$ cat src/rtl/draw_arb_pkg.sv
// Shared widths and FSM encoding for the VGA draw-port arbiter.
package draw_arb_pkg;

    localparam int X_W    = 8;   // VGA x coordinate width (0..159)
    localparam int Y_W    = 7;   // VGA y coordinate width (0..127)
    localparam int COL_W  = 3;   // RGB colour width
    localparam int WDOG_W = 15;  // watchdog counter width
    localparam int IDX_W  = 3;   // engine index width (up to 8 engines)

    localparam logic [1:0] ST_IDLE    = 2'd0;
    localparam logic [1:0] ST_GRANT   = 2'd1;
    localparam logic [1:0] ST_RELEASE = 2'd2;

endpackage

$ cat src/rtl/draw_arbiter_rr_pick.sv
// Combinational round-robin picker: searches requests starting at
// last_owner+1 (mod NUM_REQ) and reports the first one found.
module rr_pick
    import draw_arb_pkg::*;
#(
    parameter int NUM_REQ = 4
) (
    input  logic [NUM_REQ-1:0] req,
    input  logic [IDX_W-1:0]   last_owner,
    output logic               valid,
    output logic [IDX_W-1:0]   idx,
    output logic [NUM_REQ-1:0] onehot
);

    // w_cand[k] is the engine index at search distance k+1 from last_owner
    logic [IDX_W-1:0] w_cand [NUM_REQ];

    generate
        for (genvar gi = 0; gi < NUM_REQ; gi++) begin : g_cand
            logic [IDX_W:0] w_sum;
            assign w_sum = {1'b0, last_owner} + (IDX_W+1)'(gi + 1);
            assign w_cand[gi] = (w_sum >= (IDX_W+1)'(NUM_REQ))
                              ? IDX_W'(w_sum - (IDX_W+1)'(NUM_REQ))
                              : w_sum[IDX_W-1:0];
        end
    endgenerate

    // Scan from farthest to nearest so the nearest requester overrides
    always_comb begin
        valid  = 1'b0;
        idx    = '0;
        for (int k = NUM_REQ - 1; k >= 0; k--) begin
            for (int j = 0; j < NUM_REQ; j++) begin
                if (req[j] && (w_cand[k] == IDX_W'(j))) begin
                    valid = 1'b1;
                    idx   = w_cand[k];
                end
            end
        end
        onehot = valid ? (NUM_REQ'(1) << idx) : '0;
    end

endmodule

$ cat src/rtl/draw_arbiter.sv
// Round-robin arbiter sharing the single VGA pixel-write port among
// several draw engines, with a watchdog that evicts a hung owner.
module draw_arbiter
    import draw_arb_pkg::*;
#(
    parameter int NUM_REQ    = 4,
    parameter int MAX_CYCLES = 20500
) (
    input  logic                     clk,
    input  logic                     resetn,
    input  logic [NUM_REQ-1:0]       req,
    input  logic [NUM_REQ-1:0]       done,
    input  logic [NUM_REQ-1:0]       plot_in,
    input  logic [X_W*NUM_REQ-1:0]   x_in,
    input  logic [Y_W*NUM_REQ-1:0]   y_in,
    input  logic [COL_W*NUM_REQ-1:0] col_in,
    output logic [NUM_REQ-1:0]       grant,
    output logic [X_W-1:0]           x_out,
    output logic [Y_W-1:0]           y_out,
    output logic [COL_W-1:0]         col_out,
    output logic                     plot_out,
    output logic                     busy,
    output logic                     timeout,
    output logic [IDX_W-1:0]         timeout_id
);

    logic [1:0]         r_state;
    logic [NUM_REQ-1:0] r_grant;
    logic [IDX_W-1:0]   r_owner;
    logic [IDX_W-1:0]   r_last_owner;
    logic [WDOG_W-1:0]  r_wdog;
    logic               r_timeout;
    logic [IDX_W-1:0]   r_timeout_id;
    logic [X_W-1:0]     r_x;
    logic [Y_W-1:0]     r_y;
    logic [COL_W-1:0]   r_col;
    logic               r_plot;

    logic               w_valid;
    logic [IDX_W-1:0]   w_idx;
    logic [NUM_REQ-1:0] w_onehot;
    logic               w_own_req;
    logic               w_own_done;
    logic               w_own_plot;
    logic [X_W-1:0]     w_own_x;
    logic [Y_W-1:0]     w_own_y;
    logic [COL_W-1:0]   w_own_col;
    logic               w_wdog_exp;
    logic               w_release;

    rr_pick #(
        .NUM_REQ (NUM_REQ)
    ) u_pick (
        .req        (req),
        .last_owner (r_last_owner),
        .valid      (w_valid),
        .idx        (w_idx),
        .onehot     (w_onehot)
    );

    // Select the current owner's control and pixel fields
    always_comb begin
        w_own_req  = 1'b0;
        w_own_done = 1'b0;
        w_own_plot = 1'b0;
        w_own_x    = '0;
        w_own_y    = '0;
        w_own_col  = '0;
        for (int i = 0; i < NUM_REQ; i++) begin
            if (r_owner == IDX_W'(i)) begin
                w_own_req  = req[i];
                w_own_done = done[i];
                w_own_plot = plot_in[i];
                w_own_x    = x_in[i*X_W +: X_W];
                w_own_y    = y_in[i*Y_W +: Y_W];
                w_own_col  = col_in[i*COL_W +: COL_W];
            end
        end
    end

    assign w_wdog_exp = (r_wdog == WDOG_W'(MAX_CYCLES - 1));
    assign w_release  = w_own_done || !w_own_req || w_wdog_exp;

    // Arbitration FSM, ownership tracking and watchdog
    always_ff @(posedge clk or negedge resetn) begin
        if (!resetn) begin
            r_state      <= ST_IDLE;
            r_grant      <= '0;
            r_owner      <= '0;
            r_last_owner <= IDX_W'(NUM_REQ - 1);
            r_wdog       <= '0;
            r_timeout    <= 1'b0;
            r_timeout_id <= '0;
        end else begin
            r_timeout <= 1'b0;
            case (r_state)
                ST_IDLE: begin
                    if (w_valid) begin
                        r_grant <= w_onehot;
                        r_owner <= w_idx;
                        r_wdog  <= '0;
                        r_state <= ST_GRANT;
                    end
                end
                ST_GRANT: begin
                    if (r_wdog != {WDOG_W{1'b1}}) begin
                        r_wdog <= r_wdog + 1'b1;
                    end
                    if (w_release) begin
                        r_grant      <= '0;
                        r_last_owner <= r_owner;
                        r_state      <= ST_RELEASE;
                        // A completing or abandoning engine is never reported as hung
                        if (!w_own_done && w_own_req) begin
                            r_timeout    <= 1'b1;
                            r_timeout_id <= r_owner;
                        end
                    end
                end
                ST_RELEASE: begin
                    r_state <= ST_IDLE;
                end
                default: begin
                    r_state <= ST_IDLE;
                end
            endcase
        end
    end

    // Registered pixel mux: forward the owner's stream, hold position otherwise
    always_ff @(posedge clk or negedge resetn) begin
        if (!resetn) begin
            r_x    <= '0;
            r_y    <= '0;
            r_col  <= '0;
            r_plot <= 1'b0;
        end else if (r_state == ST_GRANT) begin
            r_x    <= w_own_x;
            r_y    <= w_own_y;
            r_col  <= w_own_col;
            r_plot <= w_own_plot;
        end else begin
            r_plot <= 1'b0;
        end
    end

    assign grant      = r_grant;
    assign x_out      = r_x;
    assign y_out      = r_y;
    assign col_out    = r_col;
    assign plot_out   = r_plot;
    assign busy       = (r_state == ST_GRANT);
    assign timeout    = r_timeout;
    assign timeout_id = r_timeout_id;

endmodule
$ cat config.mk
export PLATFORM = sky130hd
export DESIGN_NAME = draw_arbiter
export DESIGN_NICKNAME = d
export VERILOG_FILES = /design/src/rtl/draw_arb_pkg.sv /design/src/rtl/draw_arbiter_rr_pick.sv /design/src/rtl/draw_arbiter.sv
export SDC_FILE = /design/constraint.sdc
export NUM_CORES = 1
export LEC_CHECK = 0
export CAP_MARGIN = 20
export CORE_MARGIN = 3
export CORE_UTILIZATION = 48
export DETAILED_ROUTE_END_ITERATION = 8
export PLACE_DENSITY = 0.89
export SLEW_MARGIN = 5
export SYNTH_ARGS = -nofsm -noshare
export SYNTH_HDL_FRONTEND = slang
export SYNTH_SLANG_ARGS = --single-unit
$ cat constraint.sdc
create_clock -name clk -period 6.1 [get_ports clk]
set_input_delay 0.915 -clock clk [delete_from_list [all_inputs] [get_ports clk]]
set_output_delay 0.915 -clock clk [all_outputs]
set_load 0.05 [all_outputs]
After elaboration in Yosys (flattened, before gate mapping)
Cells that the tools add are included.
{"block": "totals", "out_inout_bits": 28, "wordCells": 153, "register_bits": 50}
{"block": "op_classes", "n_mux": 73, "addsub": 9, "shifts": 1, "n_reduce_logical": 34, "magnitude_cmp": 4, "eq_ne": 21}
{"cell": "3-bit two-way mux", "count": 24}
{"cell": "1-bit two-way mux", "count": 32}
{"cell": "8-bit two-way mux", "count": 4}
{"cell": "3-bit by 2-bit == test with 1-bit output, second input constant", "count": 10}
{"cell": "15-bit two-way mux", "count": 2}
{"cell": "15-bit case mux with 2 select lines", "count": 1}
{"cell": "7-bit two-way mux", "count": 4}
{"cell": "1-bit logical AND", "count": 17}
{"cell": "4-bit by 3-bit greater-or-equal comparator with 1-bit output, second input constant", "count": 4}
{"cell": "15-bit by 1-bit adder with 15-bit output, second input constant", "count": 1}
{"cell": "15-bit == test, second input constant", "count": 1}
{"cell": "3-bit by 1-bit == test with 1-bit output, second input constant", "count": 5}
{"cell": "3-bit zero test", "count": 5}
{"cell": "15-bit inequality test, second input constant", "count": 1}
{"cell": "3-bit subtractor, second input constant", "count": 4}
{"cell": "3-bit AND reduction", "count": 3}
{"cell": "3-bit by 2-bit adder with 4-bit output, second input constant", "count": 2}
{"cell": "4-bit two-way mux", "count": 2}
{"cell": "4-bit case mux with 2 select lines", "count": 1}
{"cell": "2-bit by 1-bit inequality test with 1-bit output, second input constant", "count": 3}
{"cell": "2-bit AND reduction", "count": 3}
{"cell": "3-bit by 1-bit adder with 4-bit output, second input constant", "count": 1}
{"cell": "3-bit by 3-bit adder with 4-bit output, second input constant", "count": 1}
{"cell": "2-bit two-way mux", "count": 2}
{"cell": "other kinds (7)", "count": 9}

Longest topological paths before layout
Gate-level depths: netlist of the first run.
{"block": "logic_depth", "word_depth": 24, "ltp_mapped": 8, "ltp_nobuf": 8}

Cells and area by module
From an unflattened synthesis of the first run, not the netlist that was laid out.
{"block": "hier_totals", "cells_unflattened": 274, "area_unflattened_um2": 3130.5}
{"mod": "draw_arbiter", "area_each_um2": 2721.4, "cells_per_inst": 219, "seq_area_each_um2": 1253.7, "instances": 1}
{"mod": "rr_pick", "area_each_um2": 409.1, "cells_per_inst": 55, "seq_area_each_um2": 0.0, "instances": 1}

Worst setup path before layout of the first run
Ideal clock, no wire load.
{"block": "synth_timing", "path_type": "register -> register", "start": "register r_last_owner[0]", "end": "register r_grant[2], in the netlist grant[2]", "synth_period_minus_slack_ns": 2.478, "stages_incl_launch_ff": 9, "t_arrival_ns": 2.357, "setup_slack_ns": 3.622, "cell_sequence": "dfstp_2 -> inv_1 -> ha_1 -> a222oi_1 -> o21ai_2 -> o41a_1 -> o21ai_2 -> a2111oi_2 -> a32o_1"}
{"block": "synth_between", "elab_chain_len": 24}
{"element": "start, declared", "line_no": "draw_arbiter.sv:30", "rtl": "logic [IDX_W-1:0] r_last_owner;"}
{"element": "start signal, assigned", "line_no": "draw_arbiter.sv:90", "rtl": "r_last_owner <= IDX_W'(NUM_REQ - 1);"}
{"element": "start signal, assigned", "line_no": "draw_arbiter.sv:111", "rtl": "r_last_owner <= r_owner;"}
{"element": "3-bit by 3-bit adder with 4-bit output", "line_no": "draw_arbiter_rr_pick.sv:21", "rtl": "assign w_sum = {1'b0, last_owner} + (IDX_W+1)'(gi + 1);"}
{"element": "4-bit by 3-bit greater-or-equal comparator with 1-bit output / 3-bit subtractor (equally long branches)", "line_no": "draw_arbiter_rr_pick.sv:22, draw_arbiter_rr_pick.sv:23"}
{"element": "3-bit two-way mux", "line_no": "draw_arbiter_rr_pick.sv:23", "rtl": "? IDX_W'(w_sum - (IDX_W+1)'(NUM_REQ))"}
{"element": "3-bit zero test", "line_no": "draw_arbiter_rr_pick.sv:34", "rtl": "if (req[j] && (w_cand[k] == IDX_W'(j))) begin"}
{"element": "1-bit logical AND", "line_no": "draw_arbiter_rr_pick.sv:34"}
{"element": "3-bit two-way mux (16 in series)", "line_no": "draw_arbiter_rr_pick.sv:34"}
{"element": "1-bit by 3-bit left shift with 4-bit output", "line_no": "draw_arbiter_rr_pick.sv:40", "rtl": "onehot = valid ? (NUM_REQ'(1) << idx) : '0;"}
{"element": "4-bit two-way mux", "line_no": "draw_arbiter.sv:98", "rtl": "if (w_valid) begin"}
{"element": "4-bit case mux with 2 select lines", "line_no": "draw_arbiter.sv:96", "rtl": "case (r_state)"}
{"element": "end signal, assigned", "line_no": "draw_arbiter.sv:99", "rtl": "r_grant <= w_onehot;"}
{"element": "end, declared", "line_no": "draw_arbiter.sv:28", "rtl": "logic [NUM_REQ-1:0] r_grant;"}
Several ways; a longest one is shown, not always the timed one. The select of a mux whose other input is x is not followed.
A chain may end at the register's enable or synchronous reset.

Worst setup path after layout of the first run
{"block": "layout_timing", "start": "input port req[1]", "end": "register r_owner[2]"}
{"block": "layout_between", "elab_chain_len": 17}
{"element": "start, declared", "line_no": "draw_arbiter.sv:11", "rtl": "input logic [NUM_REQ-1:0] req,"}
{"element": "1-bit logical AND", "line_no": "draw_arbiter_rr_pick.sv:34"}
{"element": "1-bit two-way mux (15 in series)", "line_no": "draw_arbiter_rr_pick.sv:34"}
{"element": "2-bit AND reduction (no line)"}
{"element": "end signal, assigned", "line_no": "draw_arbiter.sv:100", "rtl": "r_owner <= w_idx;"}
{"element": "end, declared", "line_no": "draw_arbiter.sv:29", "rtl": "logic [IDX_W-1:0] r_owner;"}
Several ways; a longest one is shown, not always the timed one.

==> results.yml, run 1 <==
power:
  ir_drop_mv: 0.107
  power_leakage_nw: 1.90
  power_w: 0.000644
  powerDensity_mw_per_mm2: 148
route:
  drt_wl_total_um: 8820
  vias: 2961
  drt_pass1_iterations: 7
  drc_errors: 0
  drtIter0Drc: 170
  drtAntennaViolNets: 0
  wl_per_cell_um: 17.2
  routed_via_density: 5.78
timing:
  hold_violations: 0
  whs_ns: 0.485
  setup_ws_ns: 3.22
  finalCriticalPeriod_ns: 2.88
  fin_crit_sh: 0.472
  fin_skew_ns: 0.0155
  finalSetupViolCount: 0
  finalSetupTns_ns: 0
  slew_headroom: 0.307
  max_freq_mhz: 347
  rsz0062_at_grt: "false"
  drv_slew: 0
  tightest_slew_ns: 1.04
clocking:
  cts_sinks: 50
  clock_latency_ns: 0.31
  cts_buffers: 5
  postCtsResizedCells: 0
  root_buffer: "clkbuf_8"
  cts_hold_buf: 0
  clkTransAtPathRegs_ns: 0.09
  cts_setup_buffers: 0
  htree_levels: 2
  cts_max_path_buffers: 2
  cts_tree: "done"
yosys:
  synthesis.yosys.warnings: 0
  yosys_register_bits: 50
  synthTopCellsByArea: "dfrtp_1 (39%), nor2_1 (6.0%), a21oi_1 (5.4%)"
  syn_area_mm2: 0.00305
  synth_nets: 422
  synthCells: 328
  yosysMostFrequentCell: "nor2_1"
  yosys.area.top_type: "dfrtp_1"
  synth_edf_count: 0
  synth_top_area_frac: 0.393
  async_reset_ff_frac: 1.00
  synth-seq-area-share: 0.410
  synth.distinct_cells: 52
  ys.flop_type: "dfrtp_1"
  synth_area_per_cell_um2: 9.31
  synth_common_cells: "nor2_1 (49), dfrtp_1 (48), a21oi_1 (33)"
die:
  start_util: 0.507
  die_h_um: 85.8
  ioPinCount: 114
  dieArea_mm2: 0.00736
  rows: 28
  die_w_um: 85.8
  core-area_mm2: 0.00603
global_routing:
  antenna_found_initial: 0
  track_usage: 0.240
  grt_max_degree: 51
  grt_pass1_wl_um: 14300
  grt_pass1_vias: 2994
  grt.overflow.total: 0
cells_and_area:
  regArea_mm2: 0.00125
  syn2layout_area_growth_pct: 42.7
  n_fill_cell: 434
  finalNetCount: 530
  diodes: 0
  multi_input_area_mm2: 0.00171
  layout-drive-gt1-share: 0.0732
setup_path:
  cp.required_ns: 6.29
  cp-end-kind: "flip-flop"
  critPathMaxFanout: 19
  arrival_ns: 3.06
  crit_type: "in2reg"
  start_kind: "input pin"
placement:
  place_hpwl_um: 6720
  place_congestion: 0.927
  portBuffers: 113
  dp_slack_ns: 2.92
min_path:
  min_path_type: "reg2reg"
run:
  max-cap-violations: 0
status:
  status: "finished clean"
-- kinds of logic (layout without fill, tap and decap cells) --
logic type | after synthesis | count (layout) | share of synthesized area
flops | 50 | 50 | 0.410
xor+xnor | 12 | 12 | 0.0344
buf+inv | 23 | 132 | 0.0295
compound gates | 96 | 96 | 0.206
mux | 22 | 22 | 0.0991
simple gates | 117 | 117 | 0.188
fa+ha+maj | 8 | 8 | 0.0328
-- routing by layer --
metal	global-route usage	up-vias	part of all wire
met5	0	-	0
met4	0.0647	0	0.023
met3	0.0403	18	0.059
met2	0.429	114	0.53
met1	0.299	1424	0.39
li1	-	1405	-
-- per-stage QoR --
stage                     instance area, µm²  utilization  std cells
after floorplan                         3050            -        328
after global placement                  4230        0.702        503
after detailed placement                4230        0.702        503
after CTS                               4340        0.720        511
after global routing                    4360        0.723        512
final                                   4360        0.723        512
-- where the power goes --
part / leakage (nW) / total [W] / internal (W) / switching (W)
registers: 0.535 / 0.000331 / 0.000331 / 0
clock network: 0.0514 / 0.000231 / 0.000122 / 0.000109
logic: 1.32 / 0.0000818 / 0.0000575 / 0.0000244
total: 1.90 / 0.000644 / 0.000511 / 0.000133
-- state kept, by name (all words and copies together) (netlist names) --
| name | cells |
|---|---|
| r_wdog | 15 |
| r_state | 2 |
| plot_out | 1 |
| y_out | 7 |
| grant | 4 |
| x_out | 8 |
| timeout | 1 |
| r_last_owner | 3 |
| timeout_id | 3 |
| col_out | 3 |
| r_owner | 3 |
-- worst paths after layout --
kind	start	end	slack (ns)	depth (start not counted)
min reg2reg	col_out[1]	col_out[1]	0.49	2
max	req[1]	r_owner[2]	3.22	6
max reg2reg	r_last_owner[0]	r_owner[2]	3.27	7
min in group asynchronous	resetn	timeout	0.56	1
min	col_out[1]	col_out[1]	0.49	2
max in group asynchronous	resetn	r_last_owner[0]	4.91	2
-- layout by cell type, fill, tap and decap left out, types with 3 or more instances in the layout --
cell	instances
o211ai_1	3
a22oi_1	5
nand4_1	3
inv_1	8
clkdlybuf4s50_1	112
nand3_1	5
nor2b_1	3
mux2i_1	13
nor3_1	5
mux4_2	6
o21ai_1	6
clkbuf_8	5
nand2b_1	3
o21a_1	4
xor2_1	4
ha_1	8
o21ai_0	18
a22o_1	7
nor2_1	49
nand2_1	32
a21oi_1	33
xnor2_1	8
dfrtp_1	48
-- critical path, stage by stage --
cell	delay (ns)
clkdlybuf4s50_1	0.51
a222oi_1	0.55
o21ai_2	0.22
nor4_4	0.37
nor2_4	0.18
mux2_4	0.33
-- final cells by class --
cell class                 instances  area share
timing repair buffer             116       0.266
clock buffer                       6      0.0166
multi-input combinational        255       0.392
inverter                           8     0.00689
tap                               75      0.0215
sequential                        50       0.288
clock inverter                     2     0.00861
(Power assumes the default switching activity.)
==> run 2: changes to the inputs <==
--- a/config.mk
+++ b/config.mk
@@ -7,9 +7,9 @@
 export LEC_CHECK = 0
 export CAP_MARGIN = 20
 export CORE_MARGIN = 3
-export CORE_UTILIZATION = 48
+export CORE_UTILIZATION = 40
 export DETAILED_ROUTE_END_ITERATION = 8
-export PLACE_DENSITY = 0.89
+export PLACE_DENSITY = 0.79
 export SLEW_MARGIN = 5
 export SYNTH_ARGS = -nofsm -noshare
 export SYNTH_HDL_FRONTEND = slang
==> constraint.sdc (replaced) <==
create_clock -name clk -period 2.4 [get_ports clk]
set_input_delay 0.36 -clock clk [delete_from_list [all_inputs] [get_ports clk]]
set_output_delay 0.36 -clock clk [all_outputs]
set_load 0.05 [all_outputs]
==> run 2 against run 1 <==
- critical path type is now reg2reg
- sequential power grew to 2.5 times the previous value
- non-clock buffer count up 22
- largest power group unchanged
- critical endpoint is now grant[2]
- utilization decreased by 9.5 points
- clock skew decreased by 0.0070 ns
- routed wire length rose by 3.6%
- register-to-register slack got worse by 3.2 ns
- combinational power rose to 2.6 times the previous value
- cell count grew 9.0%
- total power up 140%
==> results.yml, run 2 (same netlist as run 1, synthesis figures left out) <==
cells_and_area:
  largest_register_ffs: 15
  fin_cells: 558
  final_cell_mix: "clkdlybuf4s50_1 (111), nor2_1 (48), dfrtp_1 (48), nand2_1 (32), a21oi_1 (31)"
  diodes: 0
  final_common_cell: "clkdlybuf4s50_1"
  fin_util: 0.628
  syn2layout_area_growth_pct: 50.8
  layout-drive-gt1-share: 0.144
  largest-register: "r_wdog"
  finalNetCount: 552
timing:
  max_freq_mhz: 426
  rsz0062_at_grt: "true"
  slew_headroom: 0.409
  drv_slew: 0
  fin_skew_ns: 0.00856
  tightest_slew_ns: 0.884
  hold_violations: 0
  finalSetupViolCount: 0
  fin_crit_sh: 0.978
  finalCriticalPeriod_ns: 2.35
clocking:
  clock_latency_ns: 0.30
  htree_levels: 2
  clkTransAtPathRegs_ns: 0.10
  cts_tree: "done"
  cts_buffers: 5
  root_buffer: "clkbuf_8"
  cts_sinks: 50
  cts_max_path_buffers: 2
global_routing:
  grt_max_degree: 25
  grt.overflow.total: 0
  track_usage: 0.204
  grt_pass1_wl_um: 14300
  antenna_found_initial: 0
  grt_pass1_vias: 2966
route:
  vias: 2994
  drt_wl_total_um: 9130
  wl_per_cell_um: 16.4
  drc_errors: 0
  routed_via_density: 5.37
  drtAntennaViolNets: 0
  drt_pass1_iterations: 5
  drtIter0Drc: 137
setup_path:
  cp-end-kind: "flip-flop"
  crit_type: "reg2reg"
  critPathMaxFanout: 7
  r2r_setup_slack_ns: 0.05
  cp.required_ns: 2.60
  arrival_ns: 2.54
  start_kind: "flip-flop"
  r2r_start: "r_last_owner[1]"
  timing.critical_path.from: "r_last_owner[1]"
die:
  die_w_um: 93.4
  ioPinCount: 114
  start_util: 0.417
  dieArea_mm2: 0.00872
  rows: 31
  core-area_mm2: 0.00733
  die_h_um: 93.4
placement:
  portBuffers: 113
  place_congestion: 0.920
  place_hpwl_um: 7120
  placed_cells: 546
min_path:
  min_path_type: "in2async"
power:
  power_leakage_nw: 2.00
  powerDensity_mw_per_mm2: 338
  ir_drop_mv: 0.201
run:
  max-cap-violations: 0
status:
  status: "finished clean"
-- run 2: cell types whose count changed in the layout (fill, tap and decap cells not counted), sizes merged --
| cell | change |
|---|---|
| buf | +23 |
| bufinv | -1 |
| clkdlybuf4s50 | -1 |
| clkinv | +1 |
-- run 2: where the power goes --
| part | total (W) | internal, W | switching [W] |
|---|---|---|---|
| Combinational | 0.000209 | 0.000146 | 0.0000635 |
| Clock | 0.000507 | 0.000232 | 0.000275 |
| Sequential | 0.000842 | 0.000842 | 0 |
| Total | 0.00156 | 0.00122 | 0.000339 |
-- run 2: path summary, 6_finish.rpt --
kind / end / cells after the start
setup / recovery: grant[2] / 9
hold / removal: r_wdog[1] / 1
setup reg to reg: grant[2] / 9
hold reg to reg: col_out[0] / 2
max in group asynchronous: r_last_owner[1] / 2
min in group clk: col_out[0] / 2
-- run 2: stage by stage --
stage / instance area [µm²] / TNS [ns] / hold WS [ns] / worst slack [ns] / total power, W
2_1_floorplan: 3060 / 0 / 0.0644 / 0.0222 / 0.000898
3_3_place_gp: 4420 / 0 / 0.385 / 0.00148 / 0.00106
3_5_place_dp: 4420 / -0.0470 / 0.387 / -0.0249 / 0.00107
4_1_cts: 4510 / 0 / 0.0557 / 0.0391 / 0.00157
5_1_grt: 4610 / -0.122 / 0.0695 / -0.0513 / 0.00162
6_report: 4610 / 0 / 0.0438 / 0.0531 / 0.00156
-- run 2: final cells by class --
| type | instances | area [µm²] |
|---|---|---|
| Sequential cell | 50 | 1250 |
| Inverter | 8 | 35.0 |
| Fill cell | 623 | 2730 |
| Clock buffer | 6 | 82.6 |
| Timing Repair Buffer | 138 | 1320 |
| Multi-Input combinational cell | 255 | 1770 |
| Tap cell | 99 | 124 |
| Clock inverter | 2 | 12.5 |
-- run 2: worst max-delay path, cell delays in order, from the launching register on --
cell,delay (ns)
dfstp_2,0.59
inv_4,0.06
ha_4,0.18
a222oi_1,0.35
buf_4,0.18
o21a_1,0.17
nand4b_1,0.12
o21ai_2,0.27
a2111oi_4,0.06
a32o_1,0.27
-- run 2: routing by layer --
layer	vias up	wire length (µm)	GRT usage
met5	-	0	0
met1	1434	3800	0.258
met3	18	397	0.0338
li1	1456	-	-
met4	0	185	0.0598
met2	86	4750	0.357
-- run 2: what timing repair did --
| action | 4_1_cts | 5_1_grt |
|---|---|---|
| hold endpoints to repair | 0 | 0 |
| setup buffers | 0 | 4 |
| endpoints found under the setup margin | 0 | 15 |
| hold buffers | 0 | 0 |
| gates resized for setup | 0 | 13 |
